<file path="src/rtl/serial_add_sub_ctrl.sv">
// Bit-serial add/subtract sequencer: latches operands on start and runs them LSB-first
// through one add/sub bit cell. Define SERIAL_ADD_SUB_OVF_EN to add the signed-overflow output.
module serial_add_sub_ctrl #(
  parameter int WIDTH = 8
) (
  input  logic             clk,
  input  logic             rst_n,
  input  logic             start,
  input  logic             mode,
  input  logic [WIDTH-1:0] a,
  input  logic [WIDTH-1:0] b,
  input  logic             cin,
  output logic             busy,
  output logic             done,
  output logic [WIDTH-1:0] result,
  output logic             cout
`ifdef SERIAL_ADD_SUB_OVF_EN
  ,
  output logic             ovf
`endif
);

  localparam int CNT_W = (WIDTH > 1) ? $clog2(WIDTH) : 1;

  typedef enum logic [1:0] {IDLE, RUN, DONE} state_t;

  state_t           state, state_nxt;
  logic [WIDTH-1:0] a_r, b_r, sh_r, result_nxt;
  logic             mode_r, c_r;
  logic [CNT_W-1:0] cnt_r;
  logic             accept, last_bit, op1, op2;

  // Returns {carry/borrow out, sum/difference bit}; add selects the carry form.
  function automatic logic [1:0] bit_cell(input logic ai, input logic bi,
                                          input logic ci, input logic add);
    logic s, c;
    s = ai ^ bi ^ ci;
    if (add) c = (ai & bi) | (ai & ci) | (bi & ci);
    else     c = (~ai & bi) | (~ai & ci) | (bi & ci);
    return {c, s};
  endfunction

  assign {op2, op1}  = bit_cell(a_r[cnt_r], b_r[cnt_r], c_r, mode_r);
  assign last_bit    = (cnt_r == CNT_W'(WIDTH - 1));
  assign accept      = start && (state != RUN);
  // New bits enter at the MSB so bit 0 lands at the LSB after WIDTH shifts.
  assign result_nxt  = {op1, sh_r[WIDTH-1:1]};

  always_ff @(posedge clk or negedge rst_n) begin
    if (!rst_n) state <= IDLE;
    else        state <= state_nxt;
  end

  always_comb begin
    state_nxt = state;
    case (state)
      IDLE:    if (start) state_nxt = RUN;
      RUN:     if (last_bit) state_nxt = DONE;
      DONE:    state_nxt = start ? RUN : IDLE;
      default: state_nxt = IDLE;
    endcase
  end

  always_comb begin
    busy = (state == RUN);
    done = (state == DONE);
  end

  always_ff @(posedge clk or negedge rst_n) begin
    if (!rst_n) begin
      a_r    <= '0;
      b_r    <= '0;
      sh_r   <= '0;
      mode_r <= 1'b0;
      c_r    <= 1'b0;
      cnt_r  <= '0;
      result <= '0;
      cout   <= 1'b0;
    end else if (accept) begin
      a_r    <= a;
      b_r    <= b;
      mode_r <= mode;
      c_r    <= cin;
      cnt_r  <= '0;
      sh_r   <= '0;
    end else if (state == RUN) begin
      sh_r  <= result_nxt;
      c_r   <= op2;
      cnt_r <= cnt_r + CNT_W'(1);
      if (last_bit) begin
        result <= result_nxt;
        cout   <= op2;
      end
    end
  end

`ifdef SERIAL_ADD_SUB_OVF_EN
  logic ovf_nxt;

  // op1 on the last bit is the result MSB.
  always_comb begin
    if (mode_r) ovf_nxt = (a_r[WIDTH-1] == b_r[WIDTH-1]) && (op1 != a_r[WIDTH-1]);
    else        ovf_nxt = (a_r[WIDTH-1] != b_r[WIDTH-1]) && (op1 != a_r[WIDTH-1]);
  end

  always_ff @(posedge clk or negedge rst_n) begin
    if (!rst_n)                          ovf <= 1'b0;
    else if (state == RUN && last_bit)   ovf <= ovf_nxt;
  end
`endif

endmodule

</file>
<file path="config.mk">
export PLATFORM = sky130hd
export DESIGN_NAME = serial_add_sub_ctrl
export DESIGN_NICKNAME = d
export VERILOG_FILES = /design/src/rtl/serial_add_sub_ctrl.sv
export SDC_FILE = /design/constraint.sdc
export NUM_CORES = 1
export LEC_CHECK = 0
export BUFFER_PORTS_ARGS = -buffer_cell sky130_fd_sc_hd__buf_2
export CORE_MARGIN = 1
export CORE_UTILIZATION = 36
export CTS_CLUSTER_SIZE = 40
export DETAILED_ROUTE_END_ITERATION = 12
export SKIP_LAST_GASP = 1
export SYNTH_ARGS = -nofsm -noshare
export SYNTH_HDL_FRONTEND = slang
export SYNTH_SLANG_ARGS = --single-unit
export TNS_END_PERCENT = 20
</file>
<file path="constraint.sdc">
create_clock -name clk -period 2.55 [get_ports clk]
set_input_delay 0.51 -clock clk [delete_from_list [all_inputs] [get_ports clk]]
set_output_delay 0.51 -clock clk [all_outputs]
set_load 0.03 [all_outputs]
</file>
## Yosys cells after proc, flatten, opt, wreduce, memory -nomap -nowiden

Index checks and enable logic that the tools add are counted.

- Multiplexer cells: 15
- Magnitude comparators: 1
- Add/sub/neg operators: 1
- Equality and inequality tests: 6
- Bitwise operators: 13
- Reductions and logical operators: 5

Operators by type and width:

| operator | number |
|---|---|
| $mux W8 | 2 |
| $bmux W1 S3 | 2 |
| $mux W1 | 6 |
| $mux W3 | 2 |
| $pmux W2 S3 | 1 |
| $and A1 B1 Y1 | 5 |
| $lt A3 B4 Y1 const B | 1 |
| $mux W2 | 2 |
| $ne A2 B1 Y1 const B | 2 |
| $or A1 B1 Y1 | 4 |
| $add A3 B1 Y3 const B | 1 |
| $eq A3 B3 Y1 const B | 1 |
| $reduce_and A3 Y1 | 1 |
| $eq A2 B1 Y1 const B | 1 |
| $eq A2 B2 Y1 const B | 1 |
| $logic_not A2 Y1 | 1 |
| $ne A2 B2 Y1 const B | 1 |
| $not A1 Y1 | 2 |
| $reduce_and A2 Y1 | 1 |
| $reduce_bool A2 Y1 | 1 |
| $xor A1 B1 Y1 | 2 |
| $logic_and A1 B1 Y1 | 1 |

- Word-level logic and storage cells: 50
- Output and inout port bits: 11
- Bits of input ports: 21
- Bits in registers: 40

## Depth between registers and ports, before layout

- Depth in word-level cells: 9
- Gate-level depth with buffers: 9
- Depth with buffers taken out: 8

## Worst setup path before layout

No wires, ideal clock.

- Path type: reg2reg
- Start: register cnt_r[0]
- End: register cout
- Buffers on the path: 1
- Data required time: 2.426 ns
- Setup time: 0.124 ns
- Clock period less this slack: 2.018 ns
- Data arrival time: 1.894 ns
- Path slack: 0.532 ns
- Stages on the path, launching flop included: 9
- Cells stage by stage: dfrtp_1 buf_6 mux4_2 mux2_2 ha_1 mux2i_1 nand3_1 o22ai_1 a21oi_2

- Longest elaborated chain between the ends: 7
- Elaborated cells on any way between the ends: 17
- Classes of those cells: eq/ne (1); mux (5); bitwise (10); reduce/logical (1)

RTL lines:

| item | line | text |
|---|---|---|
| start: declaration | 30 | `logic [CNT_W-1:0] cnt_r;` |
| start signal: assignment | 89 | `cnt_r <= cnt_r + CNT_W'(1);` |
| $bmux W1 S3 | 43 | `assign {op2, op1} = bit_cell(a_r[cnt_r], b_r[cnt_r], c_r, mode_r);` |
| $mux W1 (implied by the code) | 43 |  |
| $not A1 Y1 | 39 | `else c = (~ai & bi) \| (~ai & ci) \| (bi & ci);` |
| $and A1 B1 Y1 | 39 |  |
| $or A1 B1 Y1 (2 in series) | 39 |  |
| $mux W1 | 38 | `if (add) c = (ai & bi) \| (ai & ci) \| (bi & ci);` |
| end signal: assignment | 92 | `cout <= op2;` |
| end: declaration | 16 | `output logic cout` |

Parallel ways exist; a longest one is shown, timed or not. The select of a mux whose other input is x is not followed.
A chain may end at the register's enable or synchronous reset.

## Worst setup path after layout

- Start: register cnt_r[0]
- End: register c_r

- Longest elaborated chain between the ends: 9
- Elaborated cells on any way between the ends: 17
- Classes of those cells: mux (7); bitwise (10)

RTL lines:

| item | line | text |
|---|---|---|
| $bmux W1 S3 | 43 |  |
| $mux W1 (implied by the code) | 43 |  |
| $not A1 Y1 | 39 |  |
| $and A1 B1 Y1 | 39 |  |
| $or A1 B1 Y1 (2 in series) | 39 |  |
| $mux W1 * | 38 |  |
| $mux W1 * | 86 | `end else if (state == RUN) begin` |
| $mux W1 * | 79 | `end else if (accept) begin` |
| end signal: assignment | 83 | `c_r <= cin;` |
| end signal: assignment | 88 | `c_r <= op2;` |
| end: declaration | 29 | `logic mode_r, c_r;` |

Every way passes the cells marked *; elsewhere a longest branch is shown, timed or not. The select of a mux whose other input is x is not followed.

==> impl_metrics.json <==
{
  "ys.warnings.count": 0,
  "design.core.area_mm2": 0.00447,
  "finalPower_w": 0.00288,
  "cts_sinks": 39,
  "ys_seq_area_share_pct": 56.6,
  "synth_xor_area_share_pct": 0.508,
  "postCtsSetupBuffers": 0,
  "powerDensity_mw_per_mm2": 1410,
  "num_antenna_cells": 0,
  "overflow": 0,
  "finalCriticalPeriod_ns": 2.21,
  "cts_resized": 0,
  "routed_wl_mm": 2.95,
  "synth_compound_area_share_pct": 2.98,
  "r2r-end": "c_r",
  "dp_hpwl_mm": 2.17,
  "reg2reg_depth": 8,
  "drive_gt1_share_pct": 33.1,
  "peakVddDrop_uv": 450,
  "ios": 32,
  "nets": 190,
  "critical_path_arrival_ns": 2.39,
  "timing.hold.worst.class": "input pin to asynchronous set/reset pin",
  "violations": "DRC",
  "antenna_found_initial": 0,
  "num_rows": 24,
  "via_count": 1102,
  "skew_ns": 0.00758,
  "grt_pass1_wl_mm": 5.18,
  "ant_nets": 0,
  "leakagePower_nw": 0.988,
  "crit_end": "c_r",
  "crit_path_start": "cnt_r[0]",
  "wire_per_inst_um": 13.5,
  "synth_area_mm2": 0.00172,
  "numPortBuffers": 31,
  "required_ns": 2.73,
  "cts_tree": "yes",
  "r2r_start": "cnt_r[0]",
  "critical_path_peak_fanout": 7,
  "grtUsageTotal_pct": 13.7,
  "start_kind": "flip-flop",
  "status": "finished, violations left",
  "hold_viol": 0,
  "finalCritPeriodShare_pct": 86.8,
  "fmax_mhz": 452,
  "grt_pass1_vias": 1123,
  "rsz0062_at_grt": "false",
  "num-fill-cells": 408,
  "viasPerCell": 5.06,
  "slew_headroom_pct": 43.2,
  "worstSetupPathType": "flip-flop to flip-flop",
  "area_growth_pct": 18.3,
  "die_y_um": 71.2,
  "initial_core_util_pct": 38.5,
  "maxSlewViolCount": 0,
  "ys_top_cells_by_area": "dfrtp_1 (57%), mux2_1 (13%), mux4_2 (5.2%), nand2_1 (4.1%), mux2_2 (3.3%)",
  "die_x_um": 71.2,
  "ys_ff_latch": 39,
  "synthSimpleGateAreaFrac_pct": 9.07,
  "drt_iter0_markers": 32,
  "clkTransAtPathRegs_ns": 0.07,
  "synth_adder_area_share_pct": 2.90,
  "setup_tns_ns": 0,
  "worst_setup_path_end_kind": "flip-flop",
  "tightestPinTransition_ns": 0.852,
  "setup_viol": 0,
  "htree_levels": 2,
  "dieArea_mm2": 0.00507,
  "synth_top_area_share_pct": 56.6,
  "synthCells": 132,
  "first_pass_iters": 8,
  "synthesis.nets": 157,
  "grt_max_degree": 40,
  "drc": 2,
  "cap_violations": 0,
  "synth_mux_area_share_pct": 24.9,
  "globalplace.congestion": 0.873,
  "r2r_slack_ns": 0.34,
  "insertion_delay_ns": 0.29,
  "avgSynthCellArea_um2": 13.1,
  "synth_top_family_by_area": "multiplexers",
  "yosys.area.top_type": "dfrtp_1",
  "postCtsHoldBufs": 0,
  "cts_buffers": 5,
  "clockBufferDepth": 2,
  "yosys.cell_types.count": 23,
  "cts_root_buf": "clkbuf_8"
}
[worst min path at each step]
| stage | slack (ns) | depth (start not counted) | end | from |
|---|---|---|---|---|
| floorplan | 0.21 | 0 | a_r[0] | rst_n |
| global placement | 0.47 | 1 | result[4] | result[4] |
| detailed placement | 0.48 | 1 | result[1] | result[1] |
| CTS | 0.35 | 1 | result[2] | rst_n |
| global route | 0.38 | 1 | sh_r[7] | rst_n |
| finish | 0.32 | 1 | result[1] | rst_n |
[per-stage QoR]
step / cells / utilization, % / hold slack [ns] / worst slack, ns / cell area, um2
CTS: 218 / 45.6 / 0.350 / 0.327 / 2040
floorplan: 132 / - / 0.214 / 0.532 / 1720
detailed placement: 210 / 43.0 / 0.482 / 0.338 / 1920
finish: 218 / 45.6 / 0.322 / 0.337 / 2040
global route: 218 / 45.6 / 0.384 / 0.158 / 2040
global placement: 210 / 43.0 / 0.469 / 0.417 / 1920
[synth_stat cells]
library cell   n
dfrtp_1       39
mux2_1        20
nand2_1       19
nand3_1       11
mux2_2         5
ha_1           4
mux4_2         4
buf_2          3
clkbuf_1       3
inv_1          3
nor2_1         3
o22ai_1        3
a21oi_2        2
mux2i_1        2
nor2b_1        2
o21ai_1        2
buf_6          1
inv_2          1
mux2_4         1
mux2i_4        1
nand2b_1       1
o21ai_0        1
xor2_1         1
[power by group]
part	switching [W]	internal (W)	leakage [nW]
registers	0.000212	0.000925	0.472
logic	0.000647	0.000576	0.454
clock network	0.000207	0.000316	0.0612
total	0.00107	0.00182	0.988
[state kept, by name (all words and copies together), names as in the netlist]
register,flops
cnt_r,3
a_r,8
c_r,1
b_r,8
result,8
sh_r,7
state,2
mode_r,1
cout,1
[kinds of logic (layout without fill, tap and decap cells)]
| family | Yosys count | count (layout) |
|---|---|---|
| xor+xnor | 1 | 1 |
| flops | 39 | 39 |
| compound gates | 8 | 8 |
| fa+ha+maj | 4 | 4 |
| simple gates | 36 | 36 |
| buf+inv | 11 | 45 |
| mux | 33 | 33 |
[worst max-delay path, cell delays in order, from the launching register on]
cell     delay (ns)
dfrtp_1        0.53
mux4_2         0.59
mux2i_4        0.20
inv_1          0.08
ha_1           0.22
mux2i_1        0.18
mux2i_1        0.10
o22ai_1        0.17
a21oi_2        0.04
[cell usage in the layout, fill, tap and decap left out, types with 4 or more instances in the layout]
master,synthesis,routed
nand3_1,11,11
nand2_1,19,19
dfrtp_1,39,39
ha_1,4,4
buf_2,3,31
mux2_2,5,5
clkbuf_8,0,6
mux4_2,4,4
mux2_1,20,20
[area by class of cell]
cell class / instances / area (um2) / area share, %
repair buffers: 33 / 170 / 8.34
well taps: 52 / 65.1 / 3.19
clock inverters: 2 / 35.0 / 1.72
inverters: 4 / 15.0 / 0.736
flip-flops and latches: 39 / 976 / 47.9
multi-input cells: 82 / 696 / 34.1
clock buffers: 6 / 82.6 / 4.05
[per-layer routing]
metal | share of wire (%) | wire length [um] | track usage [%]
met1 | 43 | 1260 | 17.0
met2 | 49 | 1450 | 21.7
met3 | 6.4 | 189 | 5.41
met4 | 1.6 | 48 | 4.67
met5 | 0 | 0 | 0
(Power assumes the default switching activity.)
